$ cat src/rtl/systolic_seq_if.sv
// Control bus between the systolic-array sequencer and its buffers/array.
// master = sequencer side, slave = buffers / job issuer side.
interface systolic_seq_if #(
    parameter int SIZE    = 8,
    parameter int MAX_VEC = 256,
    parameter int VEC_W   = $clog2(MAX_VEC + 1),
    parameter int ADDR_W  = $clog2(MAX_VEC)
);
    localparam int WA_W = (SIZE > 1) ? $clog2(SIZE) : 1;

    logic              start;
    logic [VEC_W-1:0]  num_vec;
    logic              reuse_w;
    logic [WA_W-1:0]   w_rd_addr;
    logic              pe_weight_valid;
    logic              act_rd_en;
    logic [ADDR_W-1:0] act_rd_addr;
    logic              out_wr_en;
    logic [ADDR_W-1:0] out_wr_addr;
    logic              busy;
    logic              done;

    modport master (
        input  start, num_vec, reuse_w,
        output w_rd_addr, pe_weight_valid, act_rd_en, act_rd_addr,
               out_wr_en, out_wr_addr, busy, done
    );

    modport slave (
        output start, num_vec, reuse_w,
        input  w_rd_addr, pe_weight_valid, act_rd_en, act_rd_addr,
               out_wr_en, out_wr_addr, busy, done
    );
endinterface

$ cat src/rtl/systolic_seq_ctrl.sv
// Job sequencer for the weight-stationary systolic array: weight preload,
// activation streaming, and write-back of deskewed result rows.
// Every output is a flop whose D input is derived from the next state,
// so the block is Moore with registered outputs.
module systolic_seq_ctrl #(
    parameter int SIZE     = 8,
    parameter int MAX_VEC  = 256,
    parameter int PIPE_LAT = 2 * SIZE,   // must be >= 1
    parameter int VEC_W    = $clog2(MAX_VEC + 1),
    parameter int ADDR_W   = $clog2(MAX_VEC)
) (
    input  logic                  clk,
    input  logic                  rst,
    systolic_seq_if.master        bus
);
    localparam int               WA_W  = (SIZE > 1) ? $clog2(SIZE) : 1;
    localparam logic [VEC_W-1:0] MAX_N = VEC_W'(MAX_VEC);

    typedef enum logic [2:0] {IDLE, LOAD_W, COMPUTE, DRAIN, DONE} state_t;

    state_t            state, state_d;
    logic [VEC_W-1:0]  n_lat, n_lat_d, n_in;
    logic [WA_W-1:0]   w_addr, w_addr_d;
    logic              pe_wv, pe_wv_d;
    logic              act_en, act_en_d;
    logic [ADDR_W-1:0] act_addr, act_addr_d;
    logic [VEC_W-1:0]  wr_cnt, wr_cnt_d;
    logic              busy_q, busy_d;
    logic              done_q, done_d;
    logic [PIPE_LAT-1:0] vld_pipe;
    logic              wr_en;

    // Last stage of the valid pipe is the write strobe itself, so the
    // strobe lands exactly PIPE_LAT cycles after the matching read.
    assign wr_en = vld_pipe[PIPE_LAT-1];

    // Oversized requests are clamped so counters never exceed MAX_VEC.
    always_comb n_in = (bus.num_vec > MAX_N) ? MAX_N : bus.num_vec;

    // Next-state, counter and output decode. reuse_w only steers the
    // branch taken on the accepting edge, so no stored copy is needed.
    always_comb begin
        state_d    = state;
        n_lat_d    = n_lat;
        w_addr_d   = w_addr;
        act_addr_d = act_addr;
        wr_cnt_d   = wr_en ? wr_cnt + VEC_W'(1) : wr_cnt;
        case (state)
            IDLE: begin
                if (bus.start) begin
                    n_lat_d  = n_in;
                    wr_cnt_d = '0;
                    if (!bus.reuse_w) begin
                        state_d  = LOAD_W;
                        w_addr_d = WA_W'(SIZE - 1);
                    end else if (n_in != '0) begin
                        state_d    = COMPUTE;
                        act_addr_d = '0;
                    end else begin
                        state_d = DONE;
                    end
                end
            end
            LOAD_W: begin
                // Bottom row first: it is shifted furthest down the array.
                if (w_addr == '0) begin
                    state_d    = (n_lat != '0) ? COMPUTE : DONE;
                    act_addr_d = '0;
                end else begin
                    w_addr_d = w_addr - WA_W'(1);
                end
            end
            COMPUTE: begin
                // Compare at VEC_W so N = MAX_VEC terminates without wrap.
                if (VEC_W'(act_addr) + VEC_W'(1) == n_lat) begin
                    state_d    = DRAIN;
                    act_addr_d = '0;
                end else begin
                    act_addr_d = act_addr + ADDR_W'(1);
                end
            end
            DRAIN: begin
                if (wr_en && (wr_cnt + VEC_W'(1) == n_lat))
                    state_d = DONE;
            end
            DONE:    state_d = IDLE;
            default: state_d = IDLE;
        endcase
        pe_wv_d  = (state_d == LOAD_W);
        act_en_d = (state_d == COMPUTE);
        busy_d   = (state_d != IDLE);
        done_d   = (state_d == DONE);
    end

    // State, counters and registered outputs.
    always_ff @(posedge clk or posedge rst) begin
        if (rst) begin
            state    <= IDLE;
            n_lat    <= '0;
            w_addr   <= '0;
            pe_wv    <= 1'b0;
            act_en   <= 1'b0;
            act_addr <= '0;
            wr_cnt   <= '0;
            busy_q   <= 1'b0;
            done_q   <= 1'b0;
        end else begin
            state    <= state_d;
            n_lat    <= n_lat_d;
            w_addr   <= w_addr_d;
            pe_wv    <= pe_wv_d;
            act_en   <= act_en_d;
            act_addr <= act_addr_d;
            wr_cnt   <= wr_cnt_d;
            busy_q   <= busy_d;
            done_q   <= done_d;
        end
    end

    // Valid shift register tracking reads in flight through array + deskew.
    always_ff @(posedge clk or posedge rst) begin
        if (rst) begin
            vld_pipe <= '0;
        end else begin
            vld_pipe[0] <= act_en;
            for (int i = 1; i < PIPE_LAT; i++)
                vld_pipe[i] <= vld_pipe[i-1];
        end
    end

    assign bus.w_rd_addr       = w_addr;
    assign bus.pe_weight_valid = pe_wv;
    assign bus.act_rd_en       = act_en;
    assign bus.act_rd_addr     = act_addr;
    assign bus.out_wr_en       = wr_en;
    assign bus.out_wr_addr     = wr_cnt[ADDR_W-1:0];
    assign bus.busy            = busy_q;
    assign bus.done            = done_q;
endmodule

$ cat src/flat_wrapper.sv
// flat-port wrapper written by rule: the top's interface ports become plain ports
module systolic_seq_ctrl_flat 
#(
    parameter int SIZE     = 8,
    parameter int MAX_VEC  = 256,
    parameter int PIPE_LAT = 2 * SIZE,                  
    parameter int VEC_W    = $clog2(MAX_VEC + 1),
    parameter int ADDR_W   = $clog2(MAX_VEC)
)
  (clk, rst, bus_start, bus_num_vec, bus_reuse_w, bus_w_rd_addr, bus_pe_weight_valid, bus_act_rd_en, bus_act_rd_addr, bus_out_wr_en, bus_out_wr_addr, bus_busy, bus_done);
  systolic_seq_if #(.SIZE(SIZE), .MAX_VEC(MAX_VEC), .VEC_W(VEC_W), .ADDR_W(ADDR_W)) bus_i ();
  input  logic clk;
  input  logic rst;
  input wire logic [$bits(bus_i.start)-1:0] bus_start;
  input wire logic [$bits(bus_i.num_vec)-1:0] bus_num_vec;
  input wire logic [$bits(bus_i.reuse_w)-1:0] bus_reuse_w;
  output wire logic [$bits(bus_i.w_rd_addr)-1:0] bus_w_rd_addr;
  output wire logic [$bits(bus_i.pe_weight_valid)-1:0] bus_pe_weight_valid;
  output wire logic [$bits(bus_i.act_rd_en)-1:0] bus_act_rd_en;
  output wire logic [$bits(bus_i.act_rd_addr)-1:0] bus_act_rd_addr;
  output wire logic [$bits(bus_i.out_wr_en)-1:0] bus_out_wr_en;
  output wire logic [$bits(bus_i.out_wr_addr)-1:0] bus_out_wr_addr;
  output wire logic [$bits(bus_i.busy)-1:0] bus_busy;
  output wire logic [$bits(bus_i.done)-1:0] bus_done;
  assign bus_i.start = bus_start;
  assign bus_i.num_vec = bus_num_vec;
  assign bus_i.reuse_w = bus_reuse_w;
  assign bus_w_rd_addr = bus_i.w_rd_addr;
  assign bus_pe_weight_valid = bus_i.pe_weight_valid;
  assign bus_act_rd_en = bus_i.act_rd_en;
  assign bus_act_rd_addr = bus_i.act_rd_addr;
  assign bus_out_wr_en = bus_i.out_wr_en;
  assign bus_out_wr_addr = bus_i.out_wr_addr;
  assign bus_busy = bus_i.busy;
  assign bus_done = bus_i.done;
  systolic_seq_ctrl #(.SIZE(SIZE), .MAX_VEC(MAX_VEC), .PIPE_LAT(PIPE_LAT), .VEC_W(VEC_W), .ADDR_W(ADDR_W)) u_core (.clk(clk), .rst(rst), .bus(bus_i));
endmodule
$ cat config.mk
export PLATFORM = sky130hd
export DESIGN_NAME = systolic_seq_ctrl_flat
export DESIGN_NICKNAME = d
export VERILOG_FILES = /design/src/rtl/systolic_seq_if.sv /design/src/rtl/systolic_seq_ctrl.sv /design/src/flat_wrapper.sv
export SDC_FILE = /design/constraint.sdc
export NUM_CORES = 1
export LEC_CHECK = 0
export ABC_AREA = 1
export CAP_MARGIN = 20
export CORE_ASPECT_RATIO = 1.4
export CORE_UTILIZATION = 55
export CTS_BUF_LIST = sky130_fd_sc_hd__clkbuf_4
export DETAILED_ROUTE_END_ITERATION = 10
export HOLD_SLACK_MARGIN = 0.08
export PLACE_DENSITY = 0.8
export SYNTH_ARGS = -nofsm -noshare
export SYNTH_HDL_FRONTEND = slang
export SYNTH_SLANG_ARGS = --single-unit
$ cat constraint.sdc
create_clock -name clk -period 2.29 [get_ports clk]
set_input_delay 0.458 -clock clk [delete_from_list [all_inputs] [get_ports clk]]
set_output_delay 0.458 -clock clk [all_outputs]
set_load 0.05 [all_outputs]
==> results of run 1 <==
[final timing paths]
path	start	end	slack, ns	depth (start not counted)
min in group clk	u_core.vld_pipe[11]$_DFF_PP0_	u_core.vld_pipe[12]$_DFF_PP0_	0.37	0
max in group asynchronous	rst	u_core.bus.busy$_DFF_PP0_	1.42	3
max reg2reg	u_core.bus.act_rd_addr[0]$_DFFE_PP0P_	u_core.bus.act_rd_en$_DFF_PP0_	0.23	12
min	rst	u_core.wr_cnt[7]$_DFF_PP0_	0.35	2
min reg2reg	u_core.vld_pipe[11]$_DFF_PP0_	u_core.vld_pipe[12]$_DFF_PP0_	0.37	0
max	u_core.bus.act_rd_addr[4]$_DFFE_PP0P_	bus_act_rd_addr[4]	0.05	1
[per-stage QoR]
step / utilization (%) / area [sq um] / hold WS, ns / setup WS (ns)
finish: 66.9 / 3240 / 0.349 / 0.0544
CTS: 66.9 / 3240 / 0.361 / 0.0499
global route: 66.9 / 3240 / 0.373 / 0.00298
detailed placement: 65.5 / 3170 / 0.335 / 0.0416
global placement: 65.5 / 3170 / 0.332 / 0.135
floorplan: - / 2780 / 0.331 / 0.254
[per-layer routing]
metal	up-vias	GRT usage, %	share of wire, %
li1	1237	-	-
met1	1153	29.5	41
met2	67	41.3	52
met3	12	3.82	4.7
met4	0	12.7	2.3
met5	-	0	0
[placed cells by master, fill, tap and decap left out, drive strengths merged, types with 2 or more instances in the layout]
| cell | Yosys | routed |
|---|---|---|
| inv | 56 | 59 |
| a21boi | 2 | 2 |
| nor3 | 2 | 2 |
| dfrtp | 52 | 52 |
| buf | 10 | 4 |
| ha | 4 | 4 |
| clkbuf | 3 | 5 |
| nand2 | 102 | 102 |
| o211ai | 6 | 6 |
| clkdlybuf4s50 | 0 | 35 |
| or2 | 2 | 2 |
| nor2 | 33 | 33 |
| a21oi | 9 | 9 |
| nand3 | 48 | 48 |
| nand4 | 6 | 6 |
| o21ai | 22 | 22 |
| xor2 | 2 | 2 |
[state kept, by name, summed over array words and instances (netlist names)]
signal and cells:
u_core.bus.done 1, u_core.vld_pipe 16, u_core.state 3, u_core.bus.busy 1, u_core.bus.act_rd_en 1, u_core.bus.w_rd_addr 3
u_core.bus.pe_weight_valid 1, u_core.bus.act_rd_addr 8, u_core.wr_cnt 9, u_core.n_lat 9
[layout make-up]
cell class / count / area (sq um) / share of cell area (%)
sequential: 52 / 1300 / 40.2
multi-input combinational: 245 / 1190 / 36.7
timing repair buffer: 39 / 393 / 12.1
inverter: 56 / 210 / 6.49
tap: 64 / 80.1 / 2.47
clock buffer: 5 / 37.5 / 1.16
clock inverter: 3 / 28.8 / 0.888
[where the power goes]
group	internal, mW	total, mW	switching (mW)	leakage, nW
sequential	1.28	1.58	0.301	0.673
combinational	0.692	2.07	1.38	0.894
clock	0.136	0.457	0.320	0.0381
total	2.10	4.10	2.00	1.61
[cells by family (layout without fill, tap and decap cells)]
logic type | Yosys count | count (layout) | synth area share (%)
and+or+nand+nor | 194 | 194 | 30.7
buffers and inverters | 69 | 103 | 10.6
DFF | 52 | 52 | 46.7
AOI/OAI and AO/OA | 44 | 44 | 9.21
adders and majority gates | 4 | 4 | 1.80
xor gates and xnor gates | 3 | 3 | 0.944
==> key figures, run 1 <==
Power and ir drop
  • Peak supply drop: 653 uV
  • Pwr dens: 1270 mW/mm^2
  • Tot Pwr: 4.10 mW
  • Leak: about 1.6 nW

Die
  • Die ar.: 0.00535 sq mm
  • Io pins: 37
  • Initial Utilization: 57.5%
  • Die W: 62.1 microns
  • Row cnt: 30
  • Die height: ~86 microns
  • Core Region: ~0.0048 sq mm

GRT
  • Global-route wire length before repair: 10.1 mm
  • Grt ovf: 0
  • Largest net degree at the start of global routing: 35
  • Antenna violations before repair: 0
  • GRT Total Usage: 24.1%
  • Vias in the first global route: 2281

Clocking
  • Post-CTS Setup Repair Bufs: 0
  • Clk sinks: 52
  • # hold bufs at CTS: 0
  • H-Tree Depth: 2
  • Root buf cell: clkbuf_4
  • CTS tree: yes
  • Clock Latency Late Sink: 0.39 ns
  • PostCTS Resize Cnt: 0
  • Deepest clock path buffer count: 2
  • CTS buffer count: 5
  • Clk slew on worst S/H paths: roughly 0.16 ns

Timing
  • Period utilization: 97.6%
  • Final setup vio count: 0
  • Slew @ Worst Pin: 0.763 ns
  • Worst slew margin: 48.7%
  • Setup TNS: 0 ns
  • Endpoints failing hold: 0
  • Fmax: 0.447 GHz
  • Minimum clock period: approximately 2.2 ns
  • RSZ-0062 raised after global routing: false
  • Clk_skew: 0.0117 ns
  • Pins Over Slew Limit: 0

Layout
  • Final cell count without fillers: between 400 and 500
  • P&R area growth vs syn: 16.4%
  • Layout cells sized above 1: under 10%
  • Ant. Diodes: 0
  • Final #Nets: 416
  • Fillers: 404

Logic synthesis
  • Most used flip-flop cell after synthesis: dfrtp_1
  • Seq/Total Area, Yosys: about 47%
  • Post-Synthesis Cell Area: 0.00278 sq mm
  • #FFs+latches synth: 52
  • Post-synth top area cell: dfrtp_1
  • Area contributors post-synth: dfrtp_1, nand2_1, nand3_1
  • Commonest cells in the netlist: nand2_1, inv_1, dfrtp_1, nand3_1, nor2_1
  • Syn_nets: 383
  • Top-count cell post-synth: nand2_1
  • Unique masters post-synth: 30
  • Async SR Flop Fraction: 100%
  • Number of synthesized flops with an enable pin: 0
  • Yosys Warn Count: 0
  • Gate Count Post-Synth: around 370
  • Share of the synthesized area in the top cell type: 46.7%
  • Syn avg cell area: approximately 7.6 sq um

Drt
  • Post-DRT Antenna Nets: 0
  • DRC: 0
  • Total wire length: 5.81 mm
  • Drt first pass iters: 4
  • Post-DR wirelength/cell: 12.5 microns
  • Via count: 2469
  • Routed vias/inst: about 5.3
  • DR iter-0 viols: between 100 and 150

Critical path
  • Crit end category: primary output
  • Largest stage delay, worst path: 0.86 ns
  • WP data arrival: 1.78 ns
  • Worst Setup Start Kind: flop
  • Crit path kind: reg2out
  • Critical path's top delay family: buffers and inverters
  • Critical path buffers and inverters: 1
  • Cell Chain, Critical Path: clkdlybuf4s50_1
  • Crit Path Max Fanout: 8
  • WP data required: 1.83 ns
  • Slowest CP cell: clkdlybuf4s50_1

Hold path
  • Hold WC Path Type: in2async

Place
  • Placed Instances: 456
  • Port Buffers: 36
  • GP Congestion: just over 0.9
  • Dpl hpwl: between 4 and 5 mm

Flow run
  • Max cap viols: 0

Run status
  • Outcome: completed
(Power assumes the default switching activity.)
==> run 2, diff against run 1 <==
- GPL_ROUTABILITY_DRIVEN: not set -> 0
==> results of run 2 <==
Same layout as run 1: the final DEF is identical, and so are final timing and power.
